**config.mk**
```make
export PLATFORM = sky130hd
export DESIGN_NAME = instr_decode_queue_flat
export DESIGN_NICKNAME = d
export VERILOG_FILES = /design/src/rtl/instr_decode_queue_pkg.sv /design/src/rtl/instr_decode_queue_if.sv /design/src/rtl/instr_decode_queue_decoder.sv /design/src/rtl/instr_decode_queue.sv /design/src/flat_wrapper.sv
export SDC_FILE = /design/constraint.sdc
export NUM_CORES = 1
export LEC_CHECK = 0
export BUFFER_PORTS_ARGS = -buffer_cell sky130_fd_sc_hd__buf_2
export CAP_MARGIN = 20
export CORE_UTILIZATION = 26
export DETAILED_ROUTE_END_ITERATION = 12
export PLACE_DENSITY = 0.5
export REMOVE_ABC_BUFFERS = 1
export SLEW_MARGIN = 20
export SYNTH_ARGS = -nofsm -noshare
export SYNTH_HDL_FRONTEND = slang
export SYNTH_HIERARCHICAL = 1
export SYNTH_SLANG_ARGS = --single-unit
```
**constraint.sdc**
```tcl
create_clock -name clk -period 1.6 [get_ports clk]
set_clock_uncertainty 0.1 [all_clocks]
set_input_delay 0.24 -clock clk [delete_from_list [all_inputs] [get_ports clk]]
set_output_delay 0.24 -clock clk [all_outputs]
set_load 0.05 [all_outputs]
```
**src/rtl/instr_decode_queue_pkg.sv**
```systemverilog
// rtl/instr_decode_queue_pkg.sv - shared RV32I decode types, opcodes and exception codes
package riscV_unrn_pkg;

  typedef enum logic [2:0] {
    FMT_R = 3'd0,
    FMT_I = 3'd1,
    FMT_S = 3'd2,
    FMT_B = 3'd3,
    FMT_U = 3'd4,
    FMT_J = 3'd5
  } instr_fmt_t;

  localparam logic [6:0] OPC_LOAD     = 7'b0000011;
  localparam logic [6:0] OPC_MISC_MEM = 7'b0001111;
  localparam logic [6:0] OPC_OP_IMM   = 7'b0010011;
  localparam logic [6:0] OPC_AUIPC    = 7'b0010111;
  localparam logic [6:0] OPC_STORE    = 7'b0100011;
  localparam logic [6:0] OPC_OP       = 7'b0110011;
  localparam logic [6:0] OPC_LUI      = 7'b0110111;
  localparam logic [6:0] OPC_BRANCH   = 7'b1100011;
  localparam logic [6:0] OPC_JALR     = 7'b1100111;
  localparam logic [6:0] OPC_JAL      = 7'b1101111;
  localparam logic [6:0] OPC_SYSTEM   = 7'b1110011;

  localparam logic [31:0] INSTR_ECALL  = 32'h0000_0073;
  localparam logic [31:0] INSTR_EBREAK = 32'h0010_0073;
  localparam logic [31:0] INSTR_MRET   = 32'h3020_0073;

  localparam logic [31:0] EXC_ILLEGAL_INSTR = 32'd2;

  typedef struct packed {
    logic [6:0]  opcode;
    logic [2:0]  funct3;
    logic [6:0]  funct7;
    logic [4:0]  rs1;
    logic [4:0]  rs2;
    logic [4:0]  rd;
    logic [31:0] imm;
    instr_fmt_t  fmt;
    logic [31:0] pc;
    logic [31:0] instr;
    logic        illegal;
    logic [31:0] exc_cause;
  } decoded_entry_t;

endpackage

```
**src/rtl/instr_decode_queue_if.sv**
```systemverilog
// rtl/instr_decode_queue_if.sv - fetch-side and execute-side handshake bundle of the decode queue
interface instr_decode_queue_if;
  import riscV_unrn_pkg::*;

  logic        in_valid;
  logic        in_ready;
  logic [31:0] in_instr;
  logic [31:0] in_pc;
  logic        out_valid;
  logic        out_ready;
  logic [6:0]  out_opcode;
  logic [2:0]  out_funct3;
  logic [6:0]  out_funct7;
  logic [4:0]  out_rs1;
  logic [4:0]  out_rs2;
  logic [4:0]  out_rd;
  logic [31:0] out_imm;
  instr_fmt_t  out_type;
  logic [31:0] out_pc;
  logic [31:0] out_instr;
  logic        out_illegal;
  logic [31:0] out_exc_cause;

  modport master (
    output in_valid, in_instr, in_pc, out_ready,
    input  in_ready, out_valid, out_opcode, out_funct3, out_funct7, out_rs1, out_rs2,
           out_rd, out_imm, out_type, out_pc, out_instr, out_illegal, out_exc_cause
  );

  modport slave (
    input  in_valid, in_instr, in_pc, out_ready,
    output in_ready, out_valid, out_opcode, out_funct3, out_funct7, out_rs1, out_rs2,
           out_rd, out_imm, out_type, out_pc, out_instr, out_illegal, out_exc_cause
  );

endinterface

```
**src/rtl/instr_decode_queue_decoder.sv**
```systemverilog
// rtl/instr_decode_queue_decoder.sv - combinational RV32I decoder, raw word + pc to decoded entry
module instr_decoder
  import riscV_unrn_pkg::*;
(
  input  logic [31:0]    instr_i,
  input  logic [31:0]    pc_i,
  output decoded_entry_t entry_o
);

  logic [2:0]  f3;
  logic [6:0]  f7;
  logic        legal;
  instr_fmt_t  fmt;
  logic [31:0] imm;

  assign f3 = instr_i[14:12];
  assign f7 = instr_i[31:25];

  always_comb begin
    legal = 1'b0;
    fmt   = FMT_R;
    case (instr_i[6:0])
      OPC_LOAD:     begin fmt = FMT_I; legal = (f3 != 3'b011) && (f3[2:1] != 2'b11); end
      OPC_STORE:    begin fmt = FMT_S; legal = !f3[2] && (f3 != 3'b011); end
      OPC_OP_IMM: begin
        fmt = FMT_I;
        case (f3)
          3'b001:  legal = (f7 == 7'b0000000);
          3'b101:  legal = (f7 == 7'b0000000) || (f7 == 7'b0100000);
          default: legal = 1'b1;
        endcase
      end
      OPC_OP: begin
        fmt   = FMT_R;
        legal = (f7 == 7'b0000000) ||
                ((f7 == 7'b0100000) && ((f3 == 3'b000) || (f3 == 3'b101)));
      end
      OPC_LUI, OPC_AUIPC: begin fmt = FMT_U; legal = 1'b1; end
      OPC_JAL:      begin fmt = FMT_J; legal = 1'b1; end
      OPC_JALR:     begin fmt = FMT_I; legal = (f3 == 3'b000); end
      OPC_BRANCH:   begin fmt = FMT_B; legal = (f3[2:1] != 2'b01); end
      OPC_MISC_MEM: begin fmt = FMT_I; legal = (f3[2:1] == 2'b00); end
      OPC_SYSTEM: begin
        fmt = FMT_I;
        // f3=000 carries only the three privileged words; every other f3 is a CSR op except 100
        if (f3 == 3'b000)
          legal = (instr_i == INSTR_ECALL) || (instr_i == INSTR_EBREAK) || (instr_i == INSTR_MRET);
        else
          legal = (f3 != 3'b100);
      end
      default: legal = 1'b0;
    endcase
  end

  always_comb begin
    imm = 32'd0;
    case (fmt)
      FMT_I:   imm = {{20{instr_i[31]}}, instr_i[31:20]};
      FMT_S:   imm = {{20{instr_i[31]}}, instr_i[31:25], instr_i[11:7]};
      FMT_B:   imm = {{19{instr_i[31]}}, instr_i[31], instr_i[7], instr_i[30:25], instr_i[11:8], 1'b0};
      FMT_U:   imm = {instr_i[31:12], 12'd0};
      FMT_J:   imm = {{11{instr_i[31]}}, instr_i[31], instr_i[19:12], instr_i[20], instr_i[30:21], 1'b0};
      default: imm = 32'd0;
    endcase
  end

  always_comb begin
    entry_o       = '0;
    entry_o.pc    = pc_i;
    entry_o.instr = instr_i;
    if (legal) begin
      entry_o.opcode = instr_i[6:0];
      entry_o.funct3 = f3;
      entry_o.funct7 = f7;
      entry_o.rs1    = instr_i[19:15];
      entry_o.rs2    = instr_i[24:20];
      entry_o.rd     = instr_i[11:7];
      entry_o.imm    = imm;
      entry_o.fmt    = fmt;
    end else begin
      entry_o.illegal   = 1'b1;
      entry_o.exc_cause = EXC_ILLEGAL_INSTR;
    end
  end

endmodule

```
**src/rtl/instr_decode_queue.sv**
```systemverilog
// rtl/instr_decode_queue.sv - decode-at-enqueue instruction FIFO between fetch and execute
module instr_decode_queue
  import riscV_unrn_pkg::*;
#(
  parameter int DEPTH = 2
) (
  input  logic                       clk,
  input  logic                       rst_n,
  input  logic                       flush,
  output logic [$clog2(DEPTH+1)-1:0] occupancy,
  instr_decode_queue_if.slave        q_if
);

  localparam int PW = $clog2(DEPTH);
  localparam int OW = $clog2(DEPTH+1);
  localparam logic [OW-1:0] DEPTH_C = OW'(DEPTH);

  decoded_entry_t mem_q [DEPTH];
  decoded_entry_t dec_entry;
  decoded_entry_t head;
  logic [PW-1:0]  wr_ptr_q, wr_ptr_d, rd_ptr_q, rd_ptr_d;
  logic [OW-1:0]  occ_q, occ_d;
  logic           push, pop;

  instr_decoder u_dec (
    .instr_i (q_if.in_instr),
    .pc_i    (q_if.in_pc),
    .entry_o (dec_entry)
  );

  // in_ready looks only at occupancy so a pop never opens a full queue in the same cycle
  assign q_if.in_ready  = (occ_q < DEPTH_C);
  assign q_if.out_valid = (occ_q != '0);
  assign push = q_if.in_valid && q_if.in_ready && !flush;
  assign pop  = q_if.out_valid && q_if.out_ready && !flush;

  always_comb begin
    wr_ptr_d = wr_ptr_q;
    rd_ptr_d = rd_ptr_q;
    occ_d    = occ_q;
    if (flush) begin
      wr_ptr_d = '0;
      rd_ptr_d = '0;
      occ_d    = '0;
    end else begin
      if (push) wr_ptr_d = wr_ptr_q + 1'b1;
      if (pop)  rd_ptr_d = rd_ptr_q + 1'b1;
      case ({push, pop})
        2'b10:   occ_d = occ_q + OW'(1);
        2'b01:   occ_d = occ_q - OW'(1);
        default: occ_d = occ_q;
      endcase
    end
  end

  always_ff @(posedge clk or negedge rst_n) begin
    if (!rst_n) begin
      wr_ptr_q <= '0;
      rd_ptr_q <= '0;
      occ_q    <= '0;
      for (int i = 0; i < DEPTH; i++) mem_q[i] <= '0;
    end else begin
      wr_ptr_q <= wr_ptr_d;
      rd_ptr_q <= rd_ptr_d;
      occ_q    <= occ_d;
      if (push) mem_q[wr_ptr_q] <= dec_entry;
    end
  end

  assign head = mem_q[rd_ptr_q];

  assign occupancy          = occ_q;
  assign q_if.out_opcode    = head.opcode;
  assign q_if.out_funct3    = head.funct3;
  assign q_if.out_funct7    = head.funct7;
  assign q_if.out_rs1       = head.rs1;
  assign q_if.out_rs2       = head.rs2;
  assign q_if.out_rd        = head.rd;
  assign q_if.out_imm       = head.imm;
  assign q_if.out_type      = head.fmt;
  assign q_if.out_pc        = head.pc;
  assign q_if.out_instr     = head.instr;
  assign q_if.out_illegal   = head.illegal;
  assign q_if.out_exc_cause = head.exc_cause;

endmodule

```
**src/flat_wrapper.sv**
```systemverilog
// flat-port wrapper written by rule: the top's interface ports become plain ports
module instr_decode_queue_flat import riscV_unrn_pkg::*;
#(
  parameter int DEPTH = 2
)
  (clk, rst_n, flush, occupancy, q_if_in_valid, q_if_in_instr, q_if_in_pc, q_if_out_ready, q_if_in_ready, q_if_out_valid, q_if_out_opcode, q_if_out_funct3, q_if_out_funct7, q_if_out_rs1, q_if_out_rs2, q_if_out_rd, q_if_out_imm, q_if_out_type, q_if_out_pc, q_if_out_instr, q_if_out_illegal, q_if_out_exc_cause);
  instr_decode_queue_if q_if_i ();
  input  logic clk;
  input  logic rst_n;
  input  logic flush;
  output logic [$clog2(DEPTH+1)-1:0] occupancy;
  input wire logic [$bits(q_if_i.in_valid)-1:0] q_if_in_valid;
  input wire logic [$bits(q_if_i.in_instr)-1:0] q_if_in_instr;
  input wire logic [$bits(q_if_i.in_pc)-1:0] q_if_in_pc;
  input wire logic [$bits(q_if_i.out_ready)-1:0] q_if_out_ready;
  output wire logic [$bits(q_if_i.in_ready)-1:0] q_if_in_ready;
  output wire logic [$bits(q_if_i.out_valid)-1:0] q_if_out_valid;
  output wire logic [$bits(q_if_i.out_opcode)-1:0] q_if_out_opcode;
  output wire logic [$bits(q_if_i.out_funct3)-1:0] q_if_out_funct3;
  output wire logic [$bits(q_if_i.out_funct7)-1:0] q_if_out_funct7;
  output wire logic [$bits(q_if_i.out_rs1)-1:0] q_if_out_rs1;
  output wire logic [$bits(q_if_i.out_rs2)-1:0] q_if_out_rs2;
  output wire logic [$bits(q_if_i.out_rd)-1:0] q_if_out_rd;
  output wire logic [$bits(q_if_i.out_imm)-1:0] q_if_out_imm;
  output wire logic [$bits(q_if_i.out_type)-1:0] q_if_out_type;
  output wire logic [$bits(q_if_i.out_pc)-1:0] q_if_out_pc;
  output wire logic [$bits(q_if_i.out_instr)-1:0] q_if_out_instr;
  output wire logic [$bits(q_if_i.out_illegal)-1:0] q_if_out_illegal;
  output wire logic [$bits(q_if_i.out_exc_cause)-1:0] q_if_out_exc_cause;
  assign q_if_i.in_valid = q_if_in_valid;
  assign q_if_i.in_instr = q_if_in_instr;
  assign q_if_i.in_pc = q_if_in_pc;
  assign q_if_i.out_ready = q_if_out_ready;
  assign q_if_in_ready = q_if_i.in_ready;
  assign q_if_out_valid = q_if_i.out_valid;
  assign q_if_out_opcode = q_if_i.out_opcode;
  assign q_if_out_funct3 = q_if_i.out_funct3;
  assign q_if_out_funct7 = q_if_i.out_funct7;
  assign q_if_out_rs1 = q_if_i.out_rs1;
  assign q_if_out_rs2 = q_if_i.out_rs2;
  assign q_if_out_rd = q_if_i.out_rd;
  assign q_if_out_imm = q_if_i.out_imm;
  assign q_if_out_type = q_if_i.out_type;
  assign q_if_out_pc = q_if_i.out_pc;
  assign q_if_out_instr = q_if_i.out_instr;
  assign q_if_out_illegal = q_if_i.out_illegal;
  assign q_if_out_exc_cause = q_if_i.out_exc_cause;
  instr_decode_queue #(.DEPTH(DEPTH)) u_core (.clk(clk), .rst_n(rst_n), .flush(flush), .occupancy(occupancy), .q_if(q_if_i));
endmodule
```
# Word level (Yosys, flattened, before mapping)
# Index checks and enable logic that the tools add are counted.
totals:
  input_bits: 69
  ff_bits: 332
  wordCells: 109
classes:
  n_addsub: 4
  n_eq_ne: 28
  n_bitwise: 2
  order_cmp: 4
  mux: 19
  reduce_logical: 25
op_table:
  columns: ["op", "n"]
  rows:
  - ["2-to-1 mux 164 bit", 4]
  - ["bitwise mux 328 bit", 1]
  - ["demux 164 bit (select 1 bit)", 1]
  - ["case mux 32 bit (5 select lines)", 1]
  - ["2-to-1 mux 67 bit", 1]
  - ["2-to-1 mux 33 bit", 1]
  - ["equality test 32 x 21 -> 1 bit (second input constant)", 1]
  - ["equality test 32 x 30 -> 1 bit (second input constant)", 1]
  - ["equality test 32 x 7 -> 1 bit (second input constant)", 1]
  - ["equality test 7 x 6 -> 1 bit (second input constant)", 4]
  - ["equality test 7 bit (second input constant)", 4]
  - ["case mux 3 bit (5 select lines)", 1]
  - ["equality test 7 x 5 -> 1 bit (second input constant)", 2]
  - ["equality test 3 bit (second input constant)", 3]
  - ["case mux 1 bit (9 select lines)", 1]
  - ["logical AND 1 bit", 8]
  - ["equality test 7 x 2 -> 1 bit (second input constant)", 1]
  - ["equality test 7 x 4 -> 1 bit (second input constant)", 1]
  - ["zero test 7 bit", 1]
  - ["equality test 3 x 1 -> 1 bit (second input constant)", 2]
  - ["equality test 3 x 2 -> 1 bit (second input constant)", 2]
  - ["nonzero test 2 bit", 3]
  - ["logical OR 1 bit", 5]
  - ["2-to-1 mux 1 bit", 5]
  - ["23 further kinds", 27]

# Depth between registers and ports, before layout
depth:
  ltp_word: 7
  mapped_depth: 9
  depth_no_buf: 6

# Hierarchy
# The synthesis kept the hierarchy.
modules_own_cells:
  columns: ["module", "n_inst", "seq_area_each_um2", "cells_per_inst", "area_each_um2"]
  rows:
  - ["instr_decode_queue", 1, 8308.0, 896, 14388.8]
  - ["instr_decoder", 1, 0.0, 309, 2034.5]

# Worst setup path after synthesis
# No wires, ideal clock.
synth_path:
  path_kind: "input-to-reg"
  from: "input q_if_in_instr[2]"
  to: "register u_core/mem_q[32] (netlist bit)"
  t_required_ns: 1.375
  stages: 9
  slack_ns: -0.623
  arrival_time_ns: 1.998
  setup_time_ns: 0.125
  path_cell_list: "or2_1 clkbuf_1 or3_1 o32ai_1 nor4_1 buf_2 and2_1 buf_4 mux2_2"
synth_rtl:
  columns: ["element", "line_no", "text"]
  rows:
  - ["start: declaration", "flat_wrapper.sv:13", "input wire logic [$bits(q_if_i.in_instr)-1:0] q_if_in_instr;"]
  - ["end signal: indexed assignment", "instr_decode_queue.sv:66", "if (push) mem_q[wr_ptr_q] <= dec_entry;"]
  - ["end: declaration", "instr_decode_queue.sv:18", "decoded_entry_t mem_q [DEPTH];"]

# Worst setup path after layout
layout_path:
  from: "register u_core.rd_ptr_q"
  to: "output q_if_out_instr[9]"
layout_via:
  elab_chain_len: 4
layout_lines:
  columns: ["element", "line_no", "text"]
  rows:
  - ["start: declaration", "instr_decode_queue.sv:21", "logic [PW-1:0] wr_ptr_q, wr_ptr_d, rd_ptr_q, rd_ptr_d;"]
  - ["start signal: assignment", "instr_decode_queue.sv:64", "rd_ptr_q <= rd_ptr_d;"]
  - ["NOT 1 -> 2 bit (not written as such)", "instr_decode_queue.sv:70", "assign head = mem_q[rd_ptr_q];"]
  - ["2-to-1 mux 164 bit (not written as such) (3 in series)", "instr_decode_queue.sv:70", null]
  - ["end: declaration", "flat_wrapper.sv:27", "output wire logic [$bits(q_if_i.out_instr)-1:0] q_if_out_instr;"]
# No other way between the ends. The select of a mux whose other input is x is not followed.

==> impl_results.md <==
* Final core utilization at 38.3%
* H-Tree Depth at 2
* Synth top area cells: dfrtp_1, mux2_2, mux2_1
* CTS Buf Count at 42
* Outcome: finished with violations
* Ys async rst share at 100%
* RSZ-0062 raised after global routing: yes
* Setup crit start: u_core/rd_ptr_q
* Share of Yosys cell area claimed by the top area cell type at 50.6%
* Period minus WS final at 2390 ps
* Area leader, netlist: dfrtp_1
* EDFF count, synth at 0
* Syn Inst Count at 1205
* Routed Wire Length at 49400 um
* Worst-Margin Slew at 616 ps
* Number of port buffers at 236
* CP arrival at 2050 ps
* Final number of max-transition violations at 0
* Avg Cell Area, Syn at 13.6 um^2
* First-pass GRT wire length at 70000 um
* Cell area after synthesis at 16400 um^2
* Setup violators final at 494
* Flop2flop setup slack at -260 ps
* Largest net degree at the start of global routing at 69
* Avg WL per Cell at 19.9 um
* Max incr delay on CP at 540 ps
* Final Net Count at 1682
* Synth Warn # at 6
* Final setup margin at -787 ps
* CP max-delay cell: dfrtp_4
* Die Y at 253 um
* FP Rows at 91
* Crit path required time at 1260 ps
* Tcrit/Tclk final at 149%
* Vias at 10.9k
* Register area share after synthesis at 50.6%
* 1st-pass router iterations at 4
* Worst r2r src: u_core/occupancy[1]
* Die Wd at 253 um
* Pwr Density at 1210 nW/um^2
* Post-route antenna net violation count at 0
* Hold slack at 38.8 ps
* Critical R2R Capture: u_core/mem_q[183]
* Most common cell after layout, fill and taps aside: mux2_2
* Iteration-0 DRC count of the detailed router at 389
* Core area at 62100 um^2
* CTS tree: yes
* Worst Hold Class: input port to flop
* Most frequent cells in the layout: mux2_2, dfrtp_1, buf_4
* Dpl hpwl at 31700 um
* CTS Root Cell: clkbuf_16
* Die area at 64200 um^2
* Vias in the first global route at 11.6k
* CTS Sinks at 332
* Placed Cells at 2301
* Worst setup SP type: flop
* VDD IR max at 0.921 mV
* Area growth syn-to-layout at 44.6%
* Max_slew headroom at 58.8%
* Fin cells at 2483
* Vias per inst at 4.38
* RePlAce Congestion at 0.756
* Max FO, Critical Path at 5
* Clk buf depth at 3
* Initial Utilization at 26.5%
* Max_cap viols at 0
* Synth Flop Type: dfrtp_1
* Fmax at 0.419 GHz
* I/O pins at 237
* Violated checks: negative setup slack
* GRT Overall Usage at 14.2%
* Initial antenna violation count at 2
* Reg clk slew, reported paths at 60 ps
* Share of cells above drive strength 1 at 61.6%
* R2R depth at 6
* Worst skew pair latency at 560 ps
* Netlist cell types at 56
* CP Cell Sequence: bufbuf_16 -> buf_4 -> mux2_2 -> buf_6
* Leakage power at 0.0107 uW
* Final hold vios at 0
* DRC viols at 0
* Total gr overflow at 0
* Crit path kind: flop to primary output
* Worst setup EP type: primary output
* Number of synthesized register bits at 332
* End of the critical path: q_if_out_instr[9]
==> per-layer routing <==
| metal | up-vias | share of wire [%] | track usage (%) |
|---|---|---|---|
| li1 | 5018 | - | - |
| met4 | 0 | 2.4 | 4.07 |
| met3 | 72 | 4.6 | 3.46 |
| met1 | 5596 | 45 | 18.2 |
| met2 | 199 | 48 | 23.4 |
| met5 | - | 0 | 0 |
==> critical path, delay by kind of cell, from the launching register on <==
family	cells	cell delay, ps
mux	1	320
flops	1	540
buf+inv	3	610
==> Yosys cell counts, types with 4 or more instances <==
master    count
nor2_1       13
a22oi_1      12
inv_1         5
mux2_2      413
buf_4       113
mux2_1       80
o21ai_0       5
nor4_1        7
a22oi_2      11
dfrtp_1     332
nand3_1       7
a21oi_1      17
nand2_1      38
buf_6        21
nor2b_1       4
and3_1        4
a21boi_1     27
a211oi_1      6
buf_2        24
clkbuf_1     16
==> power by group <==
part | leakage, uW | switching, uW | internal [uW] | total [uW]
sequential | 0.00421 | 683 | 9860 | 10500
combinational | 0.00577 | 4540 | 3520 | 8050
clock | 0.000723 | 3760 | 6280 | 10000
total | 0.0107 | 8980 | 19700 | 28600
==> registers in the layout, indices dropped and copies added, names as in the netlist <==
name / flops
u_core/mem_q: 328
u_core/occupancy: 2
u_core/wr_ptr_q: 1
u_core/rd_ptr_q: 1
==> stage by stage <==
stage / worst slack [ps] / area (um^2) / setup TNS (ps) / power [uW]
5_1_grt: -846 / 23700 / -222830 / 30000
4_1_cts: -840 / 22100 / -222920 / 28700
2_1_floorplan: -6690 / 15300 / -2643370 / 15800
3_3_place_gp: -1230 / 19500 / -204050 / 17600
3_5_place_dp: -1170 / 19500 / -199790 / 17900
6_report: -787 / 23700 / -190770 / 28600
==> logic make-up (layout without fill, tap and decap cells) <==
logic type                 after synthesis  in the layout  share of synthesized area [%]
xor gates and xnor gates                 3              3                          0.160
and+or+nand+nor                         97             97                           3.06
AOI/OAI and AO/OA                       96             96                           4.42
DFF                                    332            332                           50.6
adders and majority gates                1              1                         0.0610
buffers and inverters                  182            592                           7.89
muxes                                  493            493                           33.8
other                                    1             32                         0.0228
==> final cells by class <==
class	instances	area [um^2]
timing repair buffer	510	5290
tap	837	1050
multi-input combinational	721	7590
clock inverter	16	216
sequential	332	8310
antenna	1	2.50
fill	5949	38300
inverter	6	22.5
clock buffer	60	1260
==> repair_timing <==
| item | in CTS | in global routing |
|---|---|---|
| gates resized for setup | 155 | 204 |
| endpoints found under the setup margin | 496 | 496 |
| gates cloned | 1 | 28 |
| pin swaps | 0 | 24 |
| setup buffers | 2 | 15 |
| hold buffers | 58 | 1 |
| hold endpoints to repair | 416 | 2 |
==> how the worst min path moves through the flow <==
stage / depth (start not counted) / slack [ps] / to / startpoint
after floorplan: 0 / -160 / u_core/mem_q[0] / rst_n
after global placement: 1 / 20 / u_core/occupancy[0] / rst_n
after detailed placement: 1 / 20 / u_core/occupancy[0] / rst_n
after CTS: 3 / 0.5 / u_core/mem_q[199] / q_if_in_instr[2]
after global routing: 3 / 7 / u_core/mem_q[40] / q_if_in_instr[7]
final: 3 / 40 / u_core/mem_q[40] / q_if_in_instr[7]
No activity file was read; power rests on OpenSTA's default activity.
